<file path="src/rtl/bf_fetch_unit.sv">
// ============================================================================
// Module   : bf_fetch_unit
// Brief    : Brainfuck fetch/decode stage with bracket-matching ROM scan.
// Revision : 1.0 - initial release
// ============================================================================
`default_nettype none

module bf_fetch_unit #(
  parameter int ADDR_W  = 4,
  parameter int DEPTH_W = 4
) (
  input  logic              clk,
  input  logic              reset_n,
  output logic [ADDR_W-1:0] romAddr,
  input  logic [7:0]        romData,
  output logic [7:0]        instrOut,
  output logic              instrValid,
  input  logic              instrReady,
  input  logic              cellZero,
  output logic [ADDR_W-1:0] pc,
  output logic              halted,
  output logic              error
);

  localparam logic [ADDR_W-1:0]  PC_TOP    = {ADDR_W{1'b1}};
  localparam logic [ADDR_W-1:0]  PC_ZERO   = '0;
  localparam logic [DEPTH_W-1:0] DEPTH_TOP = {DEPTH_W{1'b1}};
  localparam logic [DEPTH_W-1:0] DEPTH_ONE = {{(DEPTH_W-1){1'b0}}, 1'b1};

  localparam logic [7:0] OP_INC   = 8'h2B;
  localparam logic [7:0] OP_DEC   = 8'h2D;
  localparam logic [7:0] OP_LEFT  = 8'h3C;
  localparam logic [7:0] OP_RIGHT = 8'h3E;
  localparam logic [7:0] OP_OUT   = 8'h2E;
  localparam logic [7:0] OP_IN    = 8'h2C;
  localparam logic [7:0] OP_OPEN  = 8'h5B;
  localparam logic [7:0] OP_CLOSE = 8'h5D;

  typedef enum logic [2:0] {
    S_FETCH  = 3'd0,
    S_DECODE = 3'd1,
    S_ISSUE  = 3'd2,
    S_SCAN_F = 3'd3,
    S_SCAN_B = 3'd4,
    S_HALT   = 3'd5
  } state_t;

  state_t             state_q;
  logic [ADDR_W-1:0]  pc_q;
  logic [DEPTH_W-1:0] depth_q;
  logic [7:0]         instr_q;
  logic               valid_q;
  logic               halted_q;
  logic               error_q;
  logic               scan_dec_q;

  logic w_is_op;
  logic w_rd_zero;
  logic w_rd_open;
  logic w_rd_close;
  logic w_at_top;
  logic w_at_bottom;
  logic w_depth_full;
  logic w_depth_last;
  logic w_accept;

  assign w_is_op = (romData == OP_INC)  || (romData == OP_DEC)   ||
                   (romData == OP_LEFT) || (romData == OP_RIGHT) ||
                   (romData == OP_OUT)  || (romData == OP_IN)    ||
                   (romData == OP_OPEN) || (romData == OP_CLOSE);

  assign w_rd_zero    = (romData == 8'h00);
  assign w_rd_open    = (romData == OP_OPEN);
  assign w_rd_close   = (romData == OP_CLOSE);
  assign w_at_top     = (pc_q == PC_TOP);
  assign w_at_bottom  = (pc_q == PC_ZERO);
  assign w_depth_full = (depth_q == DEPTH_TOP);
  assign w_depth_last = (depth_q == DEPTH_ONE);
  assign w_accept     = valid_q & instrReady;

  // romAddr tracks pc so the ROM is already addressed when FETCH is entered.
  assign romAddr    = pc_q;
  assign pc         = pc_q;
  assign instrOut   = instr_q;
  assign instrValid = valid_q;
  assign halted     = halted_q;
  assign error      = error_q;

  always_ff @(posedge clk or negedge reset_n) begin
    if (!reset_n) begin
      state_q    <= S_FETCH;
      pc_q       <= '0;
      depth_q    <= '0;
      instr_q    <= 8'h00;
      valid_q    <= 1'b0;
      halted_q   <= 1'b0;
      error_q    <= 1'b0;
      scan_dec_q <= 1'b0;
    end else begin
      case (state_q)
        S_FETCH: begin
          state_q <= S_DECODE;
        end

        S_DECODE: begin
          if (w_rd_zero) begin
            state_q  <= S_HALT;
            halted_q <= 1'b1;
          end else if (!w_is_op) begin
            if (w_at_top) begin
              state_q  <= S_HALT;
              halted_q <= 1'b1;
            end else begin
              pc_q    <= pc_q + 1'b1;
              state_q <= S_FETCH;
            end
          end else begin
            instr_q <= romData;
            valid_q <= 1'b1;
            state_q <= S_ISSUE;
          end
        end

        S_ISSUE: begin
          if (w_accept) begin
            valid_q <= 1'b0;
            if ((instr_q == OP_OPEN) && cellZero) begin
              depth_q    <= DEPTH_ONE;
              scan_dec_q <= 1'b0;
              if (w_at_top) begin
                state_q  <= S_HALT;
                halted_q <= 1'b1;
                error_q  <= 1'b1;
              end else begin
                pc_q    <= pc_q + 1'b1;
                state_q <= S_SCAN_F;
              end
            end else if ((instr_q == OP_CLOSE) && !cellZero) begin
              depth_q    <= DEPTH_ONE;
              scan_dec_q <= 1'b0;
              if (w_at_bottom) begin
                state_q  <= S_HALT;
                halted_q <= 1'b1;
                error_q  <= 1'b1;
              end else begin
                pc_q    <= pc_q - 1'b1;
                state_q <= S_SCAN_B;
              end
            end else if (w_at_top) begin
              state_q  <= S_HALT;
              halted_q <= 1'b1;
            end else begin
              pc_q    <= pc_q + 1'b1;
              state_q <= S_FETCH;
            end
          end
        end

        // Scans alternate an address cycle and a data cycle, like FETCH/DECODE.
        S_SCAN_F: begin
          scan_dec_q <= ~scan_dec_q;
          if (scan_dec_q) begin
            if (w_rd_zero) begin
              state_q  <= S_HALT;
              halted_q <= 1'b1;
              error_q  <= 1'b1;
            end else if (w_rd_open && w_depth_full) begin
              state_q  <= S_HALT;
              halted_q <= 1'b1;
              error_q  <= 1'b1;
            end else if (w_rd_close && w_depth_last) begin
              depth_q <= '0;
              if (w_at_top) begin
                state_q  <= S_HALT;
                halted_q <= 1'b1;
              end else begin
                pc_q    <= pc_q + 1'b1;
                state_q <= S_FETCH;
              end
            end else begin
              if (w_rd_open) begin
                depth_q <= depth_q + 1'b1;
              end else if (w_rd_close) begin
                depth_q <= depth_q - 1'b1;
              end
              if (w_at_top) begin
                state_q  <= S_HALT;
                halted_q <= 1'b1;
                error_q  <= 1'b1;
              end else begin
                pc_q <= pc_q + 1'b1;
              end
            end
          end
        end

        // On the matching '[' the loop body starts right after it.
        S_SCAN_B: begin
          scan_dec_q <= ~scan_dec_q;
          if (scan_dec_q) begin
            if (w_rd_close && w_depth_full) begin
              state_q  <= S_HALT;
              halted_q <= 1'b1;
              error_q  <= 1'b1;
            end else if (w_rd_open && w_depth_last) begin
              depth_q <= '0;
              pc_q    <= pc_q + 1'b1;
              state_q <= S_FETCH;
            end else begin
              if (w_rd_close) begin
                depth_q <= depth_q + 1'b1;
              end else if (w_rd_open) begin
                depth_q <= depth_q - 1'b1;
              end
              if (w_at_bottom) begin
                state_q  <= S_HALT;
                halted_q <= 1'b1;
                error_q  <= 1'b1;
              end else begin
                pc_q <= pc_q - 1'b1;
              end
            end
          end
        end

        S_HALT: begin
          valid_q <= 1'b0;
        end

        default: begin
          state_q <= S_HALT;
          halted_q <= 1'b1;
          error_q  <= 1'b1;
        end
      endcase
    end
  end

endmodule

`default_nettype wire

</file>
<file path="config.mk">
export PLATFORM = sky130hd
export DESIGN_NAME = bf_fetch_unit
export DESIGN_NICKNAME = d
export VERILOG_FILES = /design/src/rtl/bf_fetch_unit.sv
export SDC_FILE = /design/constraint.sdc
export NUM_CORES = 1
export LEC_CHECK = 0
export CAP_MARGIN = 25
export CORE_MARGIN = 4
export CORE_UTILIZATION = 48
export DETAILED_ROUTE_END_ITERATION = 16
export HOLD_SLACK_MARGIN = 0.03
export PLACE_DENSITY = 0.85
export SLEW_MARGIN = 20
export SYNTH_ARGS = -nofsm -noshare
export SYNTH_HDL_FRONTEND = slang
export SYNTH_SLANG_ARGS = --single-unit
</file>
<file path="constraint.sdc">
create_clock -name clk -period 1.9 [get_ports clk]
set_input_delay 0.38 -clock clk [delete_from_list [all_inputs] [get_ports clk]]
set_output_delay 0.38 -clock clk [all_outputs]
set_load 0.01 [all_outputs]
</file>
==> results_dict.tcl <==
set metrics [dict create \
    hpwl_um 4720 \
    die_w_um 70.3 \
    netlist_area_um2 1870 \
    ant_nets 0 \
    cp_common_cell "buf_4" \
    die_h_um 70.3 \
    seq_power_share 0.175 \
    final.setup.worst_slack_ps -218 \
    clk_path_buf_depth 2 \
    fillerInstances 175 \
    wl_per_cell_um 24.1 \
    clock_sinks 23 \
    finalSetupViolCount 19 \
    leakage_nw 1.41 \
    overflow 0 \
    p_comb_frac 0.755 \
    final_common_cell "buf_4" \
    stdcell_count 379 \
    wl_um 9140 \
    yosysSeqAreaShare 0.309 \
    p_total_mw 4.80 \
    postSynth.asyncResetShare 1.00 \
    final_nets 349 \
    fin_crit_sh 1.11 \
    grt_util_all_layers 0.294 \
    clockPowerShare 0.070 \
    worstPathRequired_ps 2110 \
    drc 0 \
    gp_congestion 0.978 \
    switchingPower_mw 2.11 \
    multiInputGateArea_um2 1510 \
    drv_slew 0 \
    failed_checks "setup timing" \
    clkLatencyLatePin_ps 280 \
    grt_pass1_vias 2394 \
    final_cell_mix "buf_4 (80), dfrtp_1 (23), clkdlybuf4s50_1 (20)" \
    internal_power_mw 2.69 \
    critical-path-max-stage-delay_ps 490 \
    syn-num-nets 241 \
    start_kind "input pin" \
    ys_ff_latch 23 \
    cts_tree "done" \
    io_buffers 30 \
    antenna_found_initial 0 \
    drt_iter0_drc 434 \
    first_pass_iters 7 \
    crit_family "compound AO/OA/AOI/OAI gates" \
    path_clk_slew_ps 90 \
    worst_slew_pin_slew_ps 558 \
    register_area_um2 576 \
    initial_core_util 0.502 \
    floorplan.io_pins 31 \
    switching_share 0.439 \
    slew_headroom 0.625 \
    num_vias 2559 \
    cts_max_level 1 \
    clock_skew_ps 2.77 \
    rsz0062_at_grt "true" \
    hold_path_class "in -> async" \
    via_per_inst 6.75 \
    outcome "complete, but fails checks" \
    grt_max_degree 24 \
    crit_path_top_delay_cell "nor4_2" \
    placedCellCount 360 \
    drive_gt1_frac 0.477 \
    grt_pass1_wl_um 11500 \
    cp-end-kind "flop" \
    vdd_drop_max_mv 1.27 \
    synth_flop_cell "dfrtp_1" \
    powerDensity_nw_per_um2 1500 \
    hold_buffers 0 \
    crit_type "in -> reg" \
    fp.coreArea_um2 3720 \
    fmax_ghz 0.472 \
    diodes 0 \
    yosysWarnings 0 \
    root_buffer "clkbuf_8" \
    hold_slack_ps 465 \
    postSynthCellCount 224 \
    syn2layout_area_growth_pct 71.3 \
    path_buf_inv 4 \
    std_cell_rows 22 \
    die-area_um2 4950 \
    numCtsBuffers 3 \
    cp_max_fo 4 \
    ys_types 59 \
    syn_area_per_cell_um2 8.33 \
    synth_edf_count 0 \
    period_needed_ps 2120 \
    finalHoldViolCount 0 \
    worst_ep_arrival_time_ps 2330 \
    crit_chain "dlygate4sd2_1 -> buf_4 -> nor4_2 -> a31oi_1 -> a21oi_1 -> a211o_1 -> buf_4 -> buf_6 -> o21ai_2 -> o21ai_1" \
    cap_violations 0 \
]
## flip-flops by register name (all words and copies together), names as in the netlist
signal / flops
error: 1
scan_dec_q: 1
pc: 4
state_q: 3
halted: 1
instrValid: 1
instrOut: 8
depth_q: 4
## logic make-up after synthesis
logic type	Yosys count	share of synthesized area
simple gates	92	0.289
fa+ha+maj	5	0.0335
xor+xnor	2	0.00939
flops	23	0.309
buf+inv	23	0.0604
mux	8	0.0469
compound gates	71	0.252
## through the flow
stage	area [µm²]	setup TNS, ps	util	worst slack (ps)
6_report	3200	-1990	0.860	-218
2_1_floorplan	1920	-85.7	-	-66.9
3_5_place_dp	2740	-11050	0.737	-614
4_1_cts	2930	-434	0.789	-184
5_1_grt	3200	-2660	0.860	-258
3_3_place_gp	2740	-9540	0.737	-539
## area by class of cell
type / count / area share
Timing Repair Buffer: 118 / 0.304
Sequential cell: 23 / 0.180
Tap cell: 48 / 0.0188
Clock inverter: 1 / 0.00157
Multi-Input combinational cell: 178 / 0.473
Inverter: 8 / 0.00940
Clock buffer: 3 / 0.0129
## routing by layer
layer | global-route usage | wire length (µm) | vias up
met5 | 0 | 0 | -
met4 | 0.177 | 834 | 0
met3 | 0.0647 | 800 | 94
met2 | 0.479 | 4230 | 222
met1 | 0.350 | 3270 | 1184
li1 | - | - | 1059
## final timing paths
| path | cells after the start | end | slack, ps | startpoint |
|---|---|---|---|---|
| min in group clk | 2 | instrOut[1] | 500 | romData[1] |
| max | 10 | pc[2] | -220 | romData[3] |
| max in group asynchronous | 2 | instrOut[7] | 1200 | reset_n |
| max reg2reg | 8 | pc[0] | -200 | state_q[0] |
| min | 2 | instrValid | 470 | reset_n |
| min reg2reg | 1 | error | 530 | error |
## synth_stat cells (2+ instances only)
cell type / number / area share
dfrtp_1: 23 / 0.31
a21oi_1: 20 / 0.054
nor2_1: 19 / 0.038
nand2_1: 15 / 0.030
o21ai_0: 10 / 0.027
a31oi_1: 9 / 0.030
nand3_1: 8 / 0.021
inv_1: 7 / 0.014
buf_2: 6 / 0.016
mux2_2: 6 / 0.036
nand2b_1: 6 / 0.020
a211o_1: 5 / 0.023
buf_4: 5 / 0.020
ha_1: 5 / 0.034
nor3_1: 5 / 0.013
nor3b_1: 5 / 0.020
clkbuf_1: 4 / 0.0080
nor2b_1: 4 / 0.013
and3_1: 3 / 0.010
nand4b_1: 3 / 0.014
nor4_1: 3 / 0.010
o21ai_1: 3 / 0.0080
a32oi_1: 2 / 0.0094
and2_1: 2 / 0.0067
and4b_1: 2 / 0.011
mux2i_1: 2 / 0.011
nand3b_1: 2 / 0.0080
nand4_1: 2 / 0.0067
o211ai_1: 2 / 0.0080
o21a_1: 2 / 0.0080
o22a_1: 2 / 0.0094
o22ai_1: 2 / 0.0067
or3_1: 2 / 0.0067
or3b_1: 2 / 0.0094
or3b_2: 2 / 0.0094
## power by group through the flow
| stage | clock [mW] | combinational, mW | sequential (mW) |
|---|---|---|---|
| after floorplan | 0 | 1.42 | 0.915 |
| after global placement | 0 | 2.59 | 0.828 |
| after detailed placement | 0 | 2.67 | 0.842 |
| after CTS | 0.323 | 2.89 | 0.836 |
| after global routing | 0.360 | 3.79 | 0.863 |
| final | 0.335 | 3.62 | 0.841 |
## timing repair
action                                  in CTS  in global routing
pin swaps                                   14                 18
endpoints found under the setup margin      22                 21
resized for setup                           33                 52
buffers inserted                             7                  9
(Power assumes the default switching activity.)
